<file path="src/rtl/snes_pad_pkg.sv">
// snes_pad_pkg: types and constants shared by the controller-port transmitter
// (snes_pad_tx) and the controller-port receiver (snes_igr).
package snes_pad_pkg;

   localparam int PAD_WORD_W = 16;

   // Serial bit positions of a standard pad word; bit 0 is shifted out first.
   localparam int BTN_B      = 0;
   localparam int BTN_Y      = 1;
   localparam int BTN_SELECT = 2;
   localparam int BTN_START  = 3;
   localparam int BTN_UP     = 4;
   localparam int BTN_DOWN   = 5;
   localparam int BTN_LEFT   = 6;
   localparam int BTN_RIGHT  = 7;
   localparam int BTN_A      = 8;
   localparam int BTN_X      = 9;
   localparam int BTN_L      = 10;
   localparam int BTN_R      = 11;
   localparam int PAD_ID3    = 12;
   localparam int PAD_ID2    = 13;
   localparam int PAD_ID1    = 14;
   localparam int PAD_ID0    = 15;

   typedef enum logic [1:0] {
      PAD_IDLE    = 2'd0,
      PAD_LATCHED = 2'd1,
      PAD_SHIFT   = 2'd2,
      PAD_DONE    = 2'd3
   } pad_state_e;

   // Line level for a given state. The line is active-low: pressed = 0.
   // Past the last bit a genuine pad holds the line low, so the console reads 1s.
   function automatic logic pad_line(input pad_state_e st, input logic lsb);
      logic line;
      case (st)
         PAD_LATCHED,
         PAD_SHIFT:   line = ~lsb;
         PAD_DONE:    line = 1'b0;
         default:     line = 1'b1;
      endcase
      return line;
   endfunction

endpackage

</file>
<file path="src/rtl/snes_pad_sync.sv">
// snes_pad_sync: synchronizer, optional glitch filter and edge detector for one
// asynchronous console strobe.
// Build option: SNES_PAD_TX_FILTER_EN adds a one-flop agreement filter so an
// edge is only accepted after two consecutive equal synchronized samples.
module snes_pad_sync
   import snes_pad_pkg::*;
#(
   parameter int   SYNC_STAGES = 2,
   parameter logic RST_VAL     = 1'b0
) (
   input  logic clk_i,
   input  logic rst_i,
   input  logic async_i,
   output logic rise_o,
   output logic fall_o
);

   logic [SYNC_STAGES-1:0] sync_q;
   logic [SYNC_STAGES-1:0] sync_d;
   logic                   raw;
   logic                   lvl_q;
   logic                   lvl_d;

   // Shift the asynchronous strobe through the synchronizer chain.
   always_comb begin
      sync_d    = sync_q << 1;
      sync_d[0] = async_i;
   end

   assign raw = sync_q[SYNC_STAGES-1];

`ifdef SNES_PAD_TX_FILTER_EN
   logic filt_q;
   logic filt_d;

   // Accept a new level only once two consecutive samples agree.
   always_comb begin
      filt_d = raw;
      lvl_d  = (raw == filt_q) ? raw : lvl_q;
   end

   // Extra sample flop used by the agreement check.
   always_ff @(posedge clk_i or posedge rst_i) begin
      if (rst_i) filt_q <= RST_VAL;
      else       filt_q <= filt_d;
   end
`else
   // Without the filter the synchronized level is used as is.
   always_comb begin
      lvl_d = raw;
   end
`endif

   // Edges are reported combinationally against the previous accepted level.
   always_comb begin
      rise_o = lvl_d & ~lvl_q;
      fall_o = ~lvl_d & lvl_q;
   end

   // Synchronizer and accepted-level registers; reset to the strobe's idle level
   // so leaving reset never looks like an edge.
   always_ff @(posedge clk_i or posedge rst_i) begin
      if (rst_i) begin
         sync_q <= {SYNC_STAGES{RST_VAL}};
         lvl_q  <= RST_VAL;
      end else begin
         sync_q <= sync_d;
         lvl_q  <= lvl_d;
      end
   end

endmodule

</file>
<file path="src/rtl/snes_pad_tx.sv">
// snes_pad_tx: SNES controller-port transmitter. Answers the console's latch and
// clock strobes and shifts out a button word, or passes the physical pad through.
// Build option: SNES_PAD_TX_FILTER_EN (strobe glitch filter, see snes_pad_sync).
//
// state   | meaning
// --------+---------------------------------------------------------------
// IDLE    | no frame since reset; line released (high)
// LATCHED | word loaded, latch still high; line shows bit 0
// SHIFT   | each console clock rise advances one bit
// DONE    | all bits sent; line held low until the next latch
module snes_pad_tx
   import snes_pad_pkg::*;
#(
   parameter int WORD_W      = PAD_WORD_W,
   parameter int SYNC_STAGES = 2
) (
   input  logic              CLK_i,
   input  logic              RST_i,
   input  logic              CTRL_LATCH_i,
   input  logic              CTRL_CLK_i,
   input  logic              CTRL_SDATA_i,
   output logic              CTRL_SDATA_o,
   input  logic [WORD_W-1:0] pdata_i,
   input  logic [WORD_W-1:0] mask_i,
   input  logic              override_i,
   output logic              busy_o,
   output logic              frame_done_o
);

   localparam int              CNT_W    = $clog2(WORD_W + 1);
   localparam logic [CNT_W-1:0] CNT_LAST = CNT_W'(WORD_W);

   logic latch_rise;
   logic latch_fall;
   logic clk_rise;
   logic clk_fall_unused;

   pad_state_e        state_q,      state_d;
   logic [WORD_W-1:0] shreg_q,      shreg_d;
   logic [CNT_W-1:0]  cnt_q,        cnt_d;
   logic              ovr_act_q,    ovr_act_d;
   logic              tx_line_q,    tx_line_d;
   logic              busy_q,       busy_d;
   logic              frame_done_q, frame_done_d;

   snes_pad_sync #(
      .SYNC_STAGES (SYNC_STAGES),
      .RST_VAL     (1'b0)
   ) u_latch_sync (
      .clk_i   (CLK_i),
      .rst_i   (RST_i),
      .async_i (CTRL_LATCH_i),
      .rise_o  (latch_rise),
      .fall_o  (latch_fall)
   );

   // Console clock idles high, so its synchronizer resets high.
   snes_pad_sync #(
      .SYNC_STAGES (SYNC_STAGES),
      .RST_VAL     (1'b1)
   ) u_clk_sync (
      .clk_i   (CLK_i),
      .rst_i   (RST_i),
      .async_i (CTRL_CLK_i),
      .rise_o  (clk_rise),
      .fall_o  (clk_fall_unused)
   );

   // Next-state logic: a latch rise overrides everything, including a clock
   // rise in the same cycle, so a reload is never shifted on arrival.
   always_comb begin
      state_d      = state_q;
      shreg_d      = shreg_q;
      cnt_d        = cnt_q;
      ovr_act_d    = ovr_act_q;
      frame_done_d = 1'b0;

      if (latch_rise) begin
         shreg_d   = pdata_i & ~mask_i;
         cnt_d     = '0;
         ovr_act_d = override_i;
         state_d   = PAD_LATCHED;
      end else begin
         case (state_q)
            PAD_LATCHED: begin
               if (latch_fall) state_d = PAD_SHIFT;
            end
            PAD_SHIFT: begin
               if (clk_rise) begin
                  shreg_d = shreg_q >> 1;
                  cnt_d   = (cnt_q == CNT_LAST) ? cnt_q : cnt_q + 1'b1;
                  if (cnt_d == CNT_LAST) begin
                     state_d      = PAD_DONE;
                     frame_done_d = 1'b1;
                  end
               end
            end
            default: ;
         endcase
      end

      tx_line_d = pad_line(state_d, shreg_d[0]);
      busy_d    = (state_d == PAD_LATCHED) || (state_d == PAD_SHIFT);
   end

   // Frame state and registered outputs.
   always_ff @(posedge CLK_i or posedge RST_i) begin
      if (RST_i) begin
         state_q      <= PAD_IDLE;
         shreg_q      <= '0;
         cnt_q        <= '0;
         ovr_act_q    <= 1'b0;
         tx_line_q    <= 1'b1;
         busy_q       <= 1'b0;
         frame_done_q <= 1'b0;
      end else begin
         state_q      <= state_d;
         shreg_q      <= shreg_d;
         cnt_q        <= cnt_d;
         ovr_act_q    <= ovr_act_d;
         tx_line_q    <= tx_line_d;
         busy_q       <= busy_d;
         frame_done_q <= frame_done_d;
      end
   end

   // Source select is combinational so pass-through adds no delay; ovr_act_q
   // only moves on a latch, so a frame never mixes two sources.
   assign CTRL_SDATA_o = ovr_act_q ? tx_line_q : CTRL_SDATA_i;
   assign busy_o       = busy_q;
   assign frame_done_o = frame_done_q;

endmodule

</file>
<file path="config.mk">
export PLATFORM = sky130hd
export DESIGN_NAME = snes_pad_tx
export DESIGN_NICKNAME = d
export VERILOG_FILES = /design/src/rtl/snes_pad_pkg.sv /design/src/rtl/snes_pad_sync.sv /design/src/rtl/snes_pad_tx.sv
export SDC_FILE = /design/constraint.sdc
export NUM_CORES = 1
export LEC_CHECK = 0
export ABC_AREA = 1
export CAP_MARGIN = 5
export CORE_ASPECT_RATIO = 1.1
export CORE_MARGIN = 8
export CORE_UTILIZATION = 25
export CTS_CLUSTER_DIAMETER = 120
export DETAILED_ROUTE_END_ITERATION = 12
export GPL_ROUTABILITY_DRIVEN = 0
export HOLD_SLACK_MARGIN = 0.15
export PLACE_DENSITY_LB_ADDON = 0.3
export SYNTH_ARGS = -nofsm -noshare
export SYNTH_HDL_FRONTEND = slang
export SYNTH_SLANG_ARGS = --single-unit
</file>
<file path="constraint.sdc">
create_clock -name CLK_i -period 2.1 [get_ports CLK_i]
set_input_delay 0.42 -clock CLK_i [delete_from_list [all_inputs] [get_ports CLK_i]]
set_output_delay 0.42 -clock CLK_i [all_outputs]
set_load 0.1 [all_outputs]
</file>
Yosys cells after proc, flatten, opt, wreduce, memory -nomap -nowiden
Index checks and enable logic that the tools add are counted.
{ "word_totals": {"reg_bits": 33, "latch_bits": 0, "ramBits": 0, "romBits": 0, "inputBits": 38, "out_inout_bits": 3, "mem_count": 0} }
{ "classes": {"addsub": 1, "mul": 0, "div_mod_pow": 0, "n_lt_le_gt_ge": 0, "n_eq_ne": 7, "n_shift": 0, "n_mux": 18, "bitwise_logic": 9, "n_reduce_logical": 5} }
{ "ops": {"columns": ["op", "n"], "rows": [
  ["two-way mux 16 bit", 3],
  ["two-way mux 5 bit", 4],
  ["AND 16 bit", 1],
  ["NOT 16 bit", 1],
  ["== test 5 bit, second input constant", 2],
  ["two-way mux 2 bit", 4],
  ["== test 2 bit, second input constant", 3],
  ["adder 5 x 1 -> 5 bit, second input constant", 1],
  ["two-way mux 1 bit", 5],
  ["== test 2 x 1 -> 1 bit, second input constant", 2],
  ["NOT 1 bit", 4],
  ["case mux 2 bit (2 select lines)", 1],
  ["nonzero test 2 bit", 2],
  ["AND 1 bit", 3],
  ["case mux 1 bit (2 select lines)", 1],
  ["AND reduction 2 bit", 1],
  ["OR reduction 2 bit", 1],
  ["logical OR 1 bit", 1]
]} }

Logic depth before layout (Yosys ltp)
Gate-level depths: netlist (run 1).
{ "depth": {"depth_word": 10, "ltp_mapped": 14, "depth_no_buf": 14} }

By module
A second synthesis (run 1) with hierarchy kept.
{ "hier_totals": {"cells_unflattened": 165, "area_unflattened_um2": 1581.5} }
{ "by_module_without_submodules": {"columns": ["module", "n_inst", "cells_per_inst", "area_per_inst_um2", "seq_area_each_um2"], "rows": [
  ["snes_pad_tx", 1, 149, 1390.1, 676.9],
  ["snes_pad_sync at u_clk_sync", 1, 8, 97.6, 78.8],
  ["snes_pad_sync at u_latch_sync", 1, 8, 93.8, 75.1]
]} }

Worst setup path before layout (run 1)
Ideal clock, no wire load.
{ "synth_timing": {"kind": "reg-to-reg", "startpoint": "register cnt_q[0]", "endpoint": "register tx_line_q", "setup_time_ns": 0.075, "t_arrival_ns": 1.670, "setup_slack_ns": 0.355, "stages_incl_launch_ff": 14, "path_buffers": 0, "period_less_slack_ns": 1.745, "cell_sequence": "dfrtp_1 > inv_1 > ha_1 > inv_1 > nand2_1 > nor2_1 > nand2_2 > nor2_4 > nand4_1 > nand2_1 > nand2_1 > nand2_1 > ha_1 > mux2i_1"} }
{ "synth_between": {"elab_chain_len": 10, "elab_cells_between_ends": 13, "classes_between": "1 x add/sub; 5 x eq/ne; 6 x mux; 1 x reduce/logical"} }
{ "synth_rtl": {"columns": ["item", "line_no", "text"], "rows": [
  ["from (decl)", "snes_pad_tx.sv:40", "logic [CNT_W-1:0] cnt_q, cnt_d;"],
  ["from (signal assigned)", "snes_pad_tx.sv:119", "cnt_q <= cnt_d;"],
  ["adder 5 x 1 -> 5 bit or == test 5 bit (tied branches)", "snes_pad_tx.sv:91", "cnt_d = (cnt_q == CNT_LAST) ? cnt_q : cnt_q + 1'b1;"],
  ["two-way mux 5 bit *", "snes_pad_tx.sv:91", null],
  ["== test 5 bit *", "snes_pad_tx.sv:92", "if (cnt_d == CNT_LAST) begin"],
  ["two-way mux 2 bit *", "snes_pad_tx.sv:92", null],
  ["two-way mux 2 bit *", "snes_pad_tx.sv:89", "if (clk_rise) begin"],
  ["case mux 2 bit (2 select lines) *", "snes_pad_tx.sv:84", "case (state_q)"],
  ["two-way mux 2 bit *", "snes_pad_tx.sv:78", "if (latch_rise) begin"],
  ["named net state_d[0]", "snes_pad_tx.sv:38", "pad_state_e state_q, state_d;"],
  ["== test 2 x 1 -> 1 bit or == test 2 bit (tied branches)", "snes_pad_pkg.sv:36", "case (st)"],
  ["OR reduction 2 bit", "snes_pad_pkg.sv:36", null],
  ["case mux 1 bit (2 select lines) *", "snes_pad_pkg.sv:36", null],
  ["named net tx_line_d", "snes_pad_tx.sv:42", "logic tx_line_q, tx_line_d;"],
  ["to (signal assigned)", "snes_pad_tx.sv:121", "tx_line_q <= tx_line_d;"],
  ["to (decl)", "snes_pad_tx.sv:42", null]
]} }
Mark *: on every way through the listed nets, which the timed path passes. The rest lies on a longest branch.
A chain may end at the register's enable or synchronous reset.

Worst setup path in the final report (run 1)
Same ends and word-level chain as after synthesis.

==> flow_summary.toml, run 1 <==
[cts]
cts_tree = "done"
clockRootBuffer = "clkbuf_8"
cts_sinks = 33
cts_buffer_depth = 2
h-tree-depth = 2
clock_latency_ps = 280
cts_buffers = 5
cts.clk_slew.worst_paths_ps = 70
postCtsSetupBuffers = 0

[die]
die_w_um = 91.96
die_y_um = 99.55
core-area_um2 = 6156
rows = 30
start_util_pct = 25.77
die_area_um2 = 9154
ios = 41

[global_route]
track_usage_pct = 8.239
grt_pass1_wl_um = 6072
antenna_found_initial = 0
grt_pass1_vias = 1355
grt_max_degree = 34
grt-ovfl-total = 0

[final_layout]
diodes = 0
drive_gt1_share_pct = 15.61
stdcell_count = 285
syn2layout_area_growth_pct = 36.99
layout_common_cells = "nand2_1 (37), clkdlybuf4s50_1 (37), dfrtp_1 (29)"
layout.nets = 248

[timing]
fmax_ghz = 0.5280
fin_setup_tns_ps = 0
finClkSkew_ps = 5.160
relSlewSlack_pct = 71.82
rsz0062_at_grt = "false"
final_max_slew_viol_count = 0
finalCriticalPeriod_ps = 1894
setup_viol = 0
tightest_slew_ps = 422.8
hold_violations = 0
worst_hold_slack_ps = 356.3
fin_crit_sh_pct = 90.19

[logic_synthesis]
postSynthCellCount = 159
syn-num-nets = 203
synth_top_area_share_pct = 45.74
synth_area_per_cell_um2 = 9.978
synthTopCellsByArea = "dfrtp_1 (46%), nand2_1 (8.8%), dfstp_2 (6.6%)"
synth_cell_type_count = 27
synth_area_um2 = 1587
ys_seq_area_share_pct = 52.37
yosys_warnings = 0
synth_top_cell_by_area = "dfrtp_1"
ys_seq_elements = 33

[pwr]
switching_share_pct = 34.76
combPwrFrac_pct = 33.5
netSwitchingPower_mw = 0.6679
irDropWorstVdd_mv = 0.4136
powerDensity_nw_per_um2 = 884.2
power_frac_seq_pct = 42.6
p_clk_share_pct = 23.9
intPower_mw = 1.254
power.leakage_nw = 0.9917

[routing]
wirelength_um = 3419
dr_total_vias = 1197
drc_errors = 0
firstDrtPassIters = 4
final_antenna_net_count = 0
viasPerCell = 4.200
wl_per_cell_um = 12.00
drt_iter0_drc = 41

[worst_setup_path]
worstPathRequired_ps = 2300
crit_chain = "inv_1 -> ha_1 -> inv_1 -> nand2_1 -> nor2_2 -> nand2_2 -> nor2_4 -> nand4_1 -> nand2_1 -> nand2_1 -> nand2_1 -> ha_4 -> mux2i_1"
arrival_ps = 2100
cp-start-kind = "register"
worstSetupPathType = "reg2reg"
crit_path_max_fanout = 4
cp_slowest_cell = "dfrtp_1"
worstSetupEndpointType = "register"
worst-path-buf-inv = 2
max_stage_delay_ps = 390
crit_path_frequent_cell = "nand2_1"
crit_family = "simple AND/OR/NAND/NOR gates"

[place]
io_buffers = 40
dp_cells = 277
dp_hpwl_um = 2542

[flow_run]
cap_viol_max_count = 0

[hold_path]
hold_class = "reg2reg"

[outcome]
status = "complete, no violations"
power by group through the flow:
stage	Clock, mW	Sequential [mW]	Combinational (mW)
after detailed placement	0	0.831	0.613
after global placement	0	0.830	0.599
after floorplan	0	0.886	0.369
after global routing	0.510	0.835	0.732
final	0.459	0.820	0.643
after CTS	0.480	0.820	0.617
layer usage:
layer	vias up	part of all wire [%]	global-route usage, %	wire (µm)
met4	0	1.5	4.467	50
li1	617	-	-	-
met3	4	4.2	2.638	143
met1	543	48	10.14	1647
met2	33	46	12.44	1578
met5	-	0	0	0
state kept, by name (all words and copies together) (netlist names):
signal,cells
busy_o,1
cnt_q,5
frame_done_o,1
ovr_act_q,1
shreg_q,16
state_q,2
tx_line_q,1
u_clk_sync.lvl_q,1
u_clk_sync.sync_q,2
u_latch_sync.lvl_q,1
u_latch_sync.sync_q,2
kinds of logic after synthesis:
group	Yosys count	share of synthesized area, %
compound gates	24	10.02
xor+xnor	2	1.104
fa+ha+maj	6	4.732
buf+inv	21	6.309
flops	33	52.37
mux	2	1.341
simple gates	71	24.13
through the flow:
step	worst slack, ps	instance area [µm²]	total power, mW	utilization [%]
finish	206.1	2173	1.922	35.30
global route	28.62	2173	2.077	35.30
CTS	148.6	2158	1.918	35.06
detailed placement	178.2	2072	1.444	33.66
global placement	273.7	2072	1.429	33.66
floorplan	355.2	1587	1.255	-
final timing paths:
path / slack (ps) / to / from / cells after the start
worst max-delay path: 210 / tx_line_q / cnt_q[0] / 13
worst min-delay path: 360 / u_latch_sync.sync_q[1] / u_latch_sync.sync_q[0] / 0
worst max register to register: 210 / tx_line_q / cnt_q[0] / 13
worst min register to register: 360 / u_latch_sync.sync_q[1] / u_latch_sync.sync_q[0] / 0
max in group asynchronous: 1250 / tx_line_q / RST_i / 3
min in group asynchronous: 520 / u_latch_sync.lvl_q / RST_i / 3
final cells by class:
type | count | area [µm²]
fillers | 667 | 3983
flip-flops and latches | 33 | 830.8
multi-input cells | 105 | 670.6
repair buffers | 41 | 412.9
well taps | 80 | 100.1
inverters | 18 | 72.57
clock buffers | 5 | 68.82
clock inverters | 3 | 17.52
Yosys cell counts, drive strengths merged:
cell type and count:
o211ai 1, nand3 6, nand2 42, a21oi 2
mux2i 1, inv 18, o21ai 6, a22oi 12
buf 3, nand4 1, ha 6, dfrtp 29
nor2 8, o22ai 2, xor2 2, nand3b 14
dfstp 4, o2bb2ai 1, mux2 1
timing repair:
item / in CTS / in global routing
hold endpoints to repair: 0 / 0
hold buffers: 0 / 0
gates resized for setup: 0 / 2
endpoints found under the setup margin: 0 / 1
Power figures use the tool's default switching activity.
==> run 2, diff against run 1 <==
--- a/config.mk
+++ b/config.mk
@@ -11,6 +11,7 @@
 export CORE_MARGIN = 8
 export CORE_UTILIZATION = 25
 export CTS_CLUSTER_DIAMETER = 120
+export CTS_CLUSTER_SIZE = 28
 export DETAILED_ROUTE_END_ITERATION = 12
 export GPL_ROUTABILITY_DRIVEN = 0
 export HOLD_SLACK_MARGIN = 0.15
==> results of run 2 <==
Same layout as run 1: the final DEF is identical, and so are final timing and power.
==> run 3, diff against run 2 <==
--- a/config.mk
+++ b/config.mk
@@ -8,9 +8,8 @@
 export ABC_AREA = 1
 export CAP_MARGIN = 5
 export CORE_ASPECT_RATIO = 1.1
-export CORE_MARGIN = 8
-export CORE_UTILIZATION = 25
-export CTS_CLUSTER_DIAMETER = 120
+export CORE_MARGIN = 3
+export CORE_UTILIZATION = 48
 export CTS_CLUSTER_SIZE = 28
 export DETAILED_ROUTE_END_ITERATION = 12
 export GPL_ROUTABILITY_DRIVEN = 0
==> run 3 against run 2 <==
Effect of this change: global-route usage is 8.8 points higher; maximum frequency is 3.0% lower; combinational power is 2% lower; critical path type unchanged; sequential power hardly changed; total power is 0.99% higher; wire length is 8.3% lower; worst setup slack worse by 58 ps; worst hold slack worse by 1.7 ps; clock skew is 4.0 ps higher; non-clock buffer count is 1 higher; critical endpoint unchanged.
==> flow_summary.toml, run 3 (synthesized netlist as in run 1, its figures left out) <==
[worst_setup_path]
crit_family = "simple AND/OR/NAND/NOR gates"
critical_path_depth = 13
crit_path_frequent_cell = "nand2_1"
r2r_start = "cnt_q[0]"
r2r_slack_ps = 150
cp-start-kind = "register"
r2r_end = "tx_line_q"
worstSetupPathType = "reg2reg"
arrival_ps = 2210
critPathLaunch = "cnt_q[0]"
crit_chain = "inv_2 -> ha_1 -> inv_1 -> nand2_1 -> nor2_2 -> nand2_2 -> nor2_4 -> nand4_1 -> nand2_1 -> nand2_1 -> nand2_1 -> ha_1 -> mux2i_1"
crit_path_max_fanout = 3
cp_slowest_cell = "dfrtp_1"
worstSetupEndpointType = "register"
rr_worst_depth = 13
worst-path-buf-inv = 2
worstPathRequired_ps = 2360
max_stage_delay_ps = 400

[timing]
setup_viol = 0
final_max_slew_viol_count = 0
finClkSkew_ps = 9.131
relSlewSlack_pct = 73.06
finalCriticalPeriod_ps = 1952
worst_hold_slack_ps = 354.6
hold_violations = 0
fmax_ghz = 0.5122
tightest_slew_ps = 404.1
fin_crit_sh_pct = 92.96
fin_ws_ps = 147.8
fin_setup_tns_ps = 0

[flow_run]
cap_viol_max_count = 0

[routing]
dr_total_vias = 1280
drt_iter0_drc = 35
firstDrtPassIters = 4
drc_errors = 0
wirelength_um = 3135
wl_per_cell_um = 13.06
final_antenna_net_count = 0
viasPerCell = 5.333

[die]
core-area_um2 = 3100
ios = 41
start_util_pct = 51.17
rows = 21
die_w_um = 60.82
die_y_um = 66.30
die_area_um2 = 4032

[cts]
cts_buffer_depth = 2
clockRootBuffer = "clkbuf_4"
cts.clk_slew.worst_paths_ps = 100
cts_buffers = 5
cts_sinks = 33
cts_tree = "done"
hold_buffers = 0
h-tree-depth = 2
clock_latency_ps = 330

[global_route]
antenna_found_initial = 0
grt-ovfl-total = 0
grt_pass1_wl_um = 5106
grt_max_degree = 34
track_usage_pct = 17.05
grt_pass1_vias = 1208

[pwr]
power.leakage_nw = 0.9976
powerDensity_nw_per_um2 = 917.8
fin_total_pwr_mw = 1.941
irDropWorstVdd_mv = 0.6355

[final_layout]
diodes = 0
max_flop_register = "shreg_q"
multi_input_area_um2 = 663.1
final_common_cell = "clkdlybuf4s50_1"
final_util_pct = 68.20
stdcell_count = 240
largest_reg_flops = 16
syn2layout_area_growth_pct = 33.28
regArea_um2 = 830.8
reg.largest.list = "shreg_q (16), cnt_q (5)"
layout_common_cells = "clkdlybuf4s50_1 (37), nand2_1 (36), dfrtp_1 (29)"
drive_gt1_share_pct = 16.50
layout.nets = 249
fill_cells = 252
fin_area_um2 = 2115

[place]
io_buffers = 40
dp_hpwl_um = 2355
placed_area_um2 = 2014
dp_cells = 231
dp_worst_setup_slack_ps = 110.7

[hold_path]
min_path_cells = 0
hold_end = "u_latch_sync.sync_q[1]"
hp-start = "u_latch_sync.sync_q[0]"
hold_class = "reg2reg"

[outcome]
status = "complete, no violations"
-- run 3: worst register-to-register path: cells and delay by family, from the launching register on --
family	cells	cell delay (ps)
buffers and inverters	2	130
multiplexers	1	180
adder cells (fa/ha/maj)	2	530
flip-flops	1	400
AND/OR/NAND/NOR	8	650
-- run 3: per-layer routing --
layer / GRT usage, % / wire (µm) / up-vias
met5: 0 / 0 / -
met4: 7.317 / 57 / 0
met3: 4.297 / 146 / 7
met2: 28.07 / 1652 / 30
met1: 20.72 / 1279 / 620
li1: - / - / 623
-- run 3: cell type report --
type	count	share of cell area, %
inverters	18	3.432
clock buffers	7	2.604
flip-flops and latches	33	39.29
repair buffers	42	19.88
multi-input cells	105	31.36
well taps	34	2.012
clock inverters	1	1.420
-- run 3: how the worst max path moves through the flow --
stage | to | slack (ps)
after floorplan | tx_line_q | 360
after global placement | tx_line_q | 290
after detailed placement | tx_line_q | 110
after CTS | tx_line_q | 90
after global routing | tx_line_q | -30
final | tx_line_q | 150
-- run 3: report_power, final --
| part | internal, mW | total, mW | switching, mW |
|---|---|---|---|
| Clock | 0.284 | 0.488 | 0.204 |
| Combinational | 0.255 | 0.631 | 0.376 |
| Sequential | 0.756 | 0.821 | 0.0651 |
-- run 3: timing repair --
action | CTS | global route
buffers inserted | 0 | 1
setup endpoints to repair | 0 | 1
gates resized for setup | 0 | 4
==> edit (flow settings as in run 1) <==
Add an input register stage for `CTRL_LATCH_i`, `CTRL_SDATA_i`, `pdata_i`, `mask_i` and `override_i`; this delays them by one clock.
--- a/src/rtl/snes_pad_tx.sv
+++ b/src/rtl/snes_pad_tx.sv
@@ -31,4 +31,18 @@
    localparam logic [CNT_W-1:0] CNT_LAST = CNT_W'(WORD_W);
 
+   logic CTRL_LATCH_q;
+   logic CTRL_SDATA_q;
+   logic [WORD_W-1:0] pdata_q;
+   logic [WORD_W-1:0] mask_q;
+   logic override_q;
+
+   always_ff @(posedge CLK_i) begin
+      CTRL_LATCH_q <= CTRL_LATCH_i;
+      CTRL_SDATA_q <= CTRL_SDATA_i;
+      pdata_q      <= pdata_i;
+      mask_q       <= mask_i;
+      override_q   <= override_i;
+   end
+
    logic latch_rise;
    logic latch_fall;
@@ -50,5 +64,5 @@
       .clk_i   (CLK_i),
       .rst_i   (RST_i),
-      .async_i (CTRL_LATCH_i),
+      .async_i (CTRL_LATCH_q),
       .rise_o  (latch_rise),
       .fall_o  (latch_fall)
@@ -77,7 +91,7 @@
 
       if (latch_rise) begin
-         shreg_d   = pdata_i & ~mask_i;
+         shreg_d   = pdata_q & ~mask_q;
          cnt_d     = '0;
-         ovr_act_d = override_i;
+         ovr_act_d = override_q;
          state_d   = PAD_LATCHED;
       end else begin
@@ -127,5 +141,5 @@
    // Source select is combinational so pass-through adds no delay; ovr_act_q
    // only moves on a latch, so a frame never mixes two sources.
-   assign CTRL_SDATA_o = ovr_act_q ? tx_line_q : CTRL_SDATA_i;
+   assign CTRL_SDATA_o = ovr_act_q ? tx_line_q : CTRL_SDATA_q;
    assign busy_o       = busy_q;
    assign frame_done_o = frame_done_q;
Function: changed (a bounded check fails within 4 cycles, from zero or initial values and one cycle with RST_i high).
==> edit against run 1 <==
  * Hold slack got worse by 0.026 ns
  * Design area rose by 42%
  * Total power up 66%
  * Sequential cell count rose by 35
  * Via count grew 27%
  * Worst setup slack improved by 0.028 ns
  * Non-clock buffer count up 2
  * First-iteration DRC count grew 110%
  * Maximum frequency grew 1.5%
  * Area after synthesis increased by 50%
  * Wire length rose by 27%
==> edit: results (changes against run 1) <==
fillers: 936  # was 667
grt_pass1_vias: 1700  # was 1,355
fin_nets: 302  # was 248
dp.final_hpwl_um: 3082  # was 2542 um
drtIter0Drc: 88  # was 41
grtUsageMet3: 0.03261  # was 0.02638
synth_area_leaders: "dfrtp_1 31%, dfxtp_1 29%, inv_1 5.7%"  # was dfrtp_1 46%, nand2_1 8.8%, dfstp_2 6.6%
insertion_delay_ns: 0.34  # was 0.28 ns
p_leak_nw: 1.391  # was 0.9917 nW
met1_usage: 0.08550  # was 0.1014
grt_use_met2: 0.1207  # was 0.1244
routed_wl_um: 4335  # was 3419 um
synthXorXnorAreaFrac: 0.007372  # was 0.01104
synthDistinctLibCells: 30  # was 27
rrSetupSlack_ns: 0.23  # was 0.21 ns
synth_fa_ha_area_frac: 0.03160  # was 0.04732
vias: 1526  # was 1,197
synthTopCellsByCount: "36 x inv_1, 35 x dfxtp_1, 29 x dfrtp_1"  # was 37 x nand2_1, 29 x dfrtp_1, 14 x nand3b_1
holdPathEnd: "u_latch_sync.sync_q[0]$_DFF_PP0_"  # was u_latch_sync.sync_q[1]$_DFF_PP0_
track_usage: 0.07779  # was 0.08239
finClkSkew_ns: 0.01506  # was 0.005160 ns
slew_headroom: 0.7249  # was 0.7182
irDropWorstVdd_mv: 0.4401  # was 0.4136 mV
htreeDepth: 3  # was 2
synth_compound_area_frac: 0.1243  # was 0.1002
synth_nets: 252  # was 203
status: "finished clean"  # unchanged
async_flop_share: 0.4853  # was 1.000
cp.arrival_ns: 2.12  # was 2.10 ns
cts-buffers-inserted: 9  # was 5
ys.flop_type: "dfxtp_1"  # was dfrtp_1
synthMuxAreaShare: 0.008952  # was 0.01341
grt_pass1_wl_um: 7783  # was 6072 um
drive_gt1_frac: 0.2053  # was 0.1561
==> edit: changes by cell type after synthesis, moves of 3 or more <==
cell,before,now
dfxtp_1,0,35
inv_1,13,36
nand2_1,37,22
a21oi_1,2,15
nand3b_1,14,1
a22oi_1,12,0
a221oi_2,0,8
a221oi_1,0,3
==> edit: routing by layer <==
metal,routed length (um),share of wire
met5,0,0
met4,118,0.027
met3,204,0.047
met2,2161,0.50
met1,1850,0.43
==> edit: kinds of logic (layout without fill, tap and decap cells) <==
logic type | Yosys count | after routing
AO/OA/AOI/OAI | 38 | 38
buffers and inverters | 46 | 101
multiplexers | 2 | 2
AND/OR/NAND/NOR | 46 | 46
XOR/XNOR | 2 | 2
flip-flops | 68 | 68
adder cells (fa/ha/maj) | 6 | 6
==> edit: layout make-up <==
class,count,share of cell area
clock inverter,6,0.01334
timing repair buffer,43,0.1382
tap,117,0.04729
clock buffer,10,0.04123
sequential,68,0.4947
inverter,42,0.05174
multi-input combinational,94,0.2134
==> edit: stage by stage <==
step / instances / hold slack [ns] / utilization / instance area, um^2 / setup WS, ns
3_3_place_gp: 364 / 0.3207 / 0.3126 / 2909 / 0.2753
4_1_cts: 380 / 0.3324 / 0.3308 / 3078 / 0.1659
5_1_grt: 380 / 0.3348 / 0.3327 / 3095 / 0.02237
3_5_place_dp: 364 / 0.3209 / 0.3126 / 2909 / 0.1867
6_report: 380 / 0.3306 / 0.3327 / 3095 / 0.2344
2_1_floorplan: 208 / 0.3163 / - / 2376 / 0.3563
==> edit: power by group <==
part           internal [mW]  switching [mW]
sequential              1.47          0.0620
combinational          0.310           0.435
clock                  0.428           0.487
total                   2.21           0.985
==> edit: repair_timing <==
action,in CTS,in global routing
buffers inserted,0,0
gates resized for setup,0,4
endpoints found under the setup margin,0,1
hold endpoints to repair,0,0
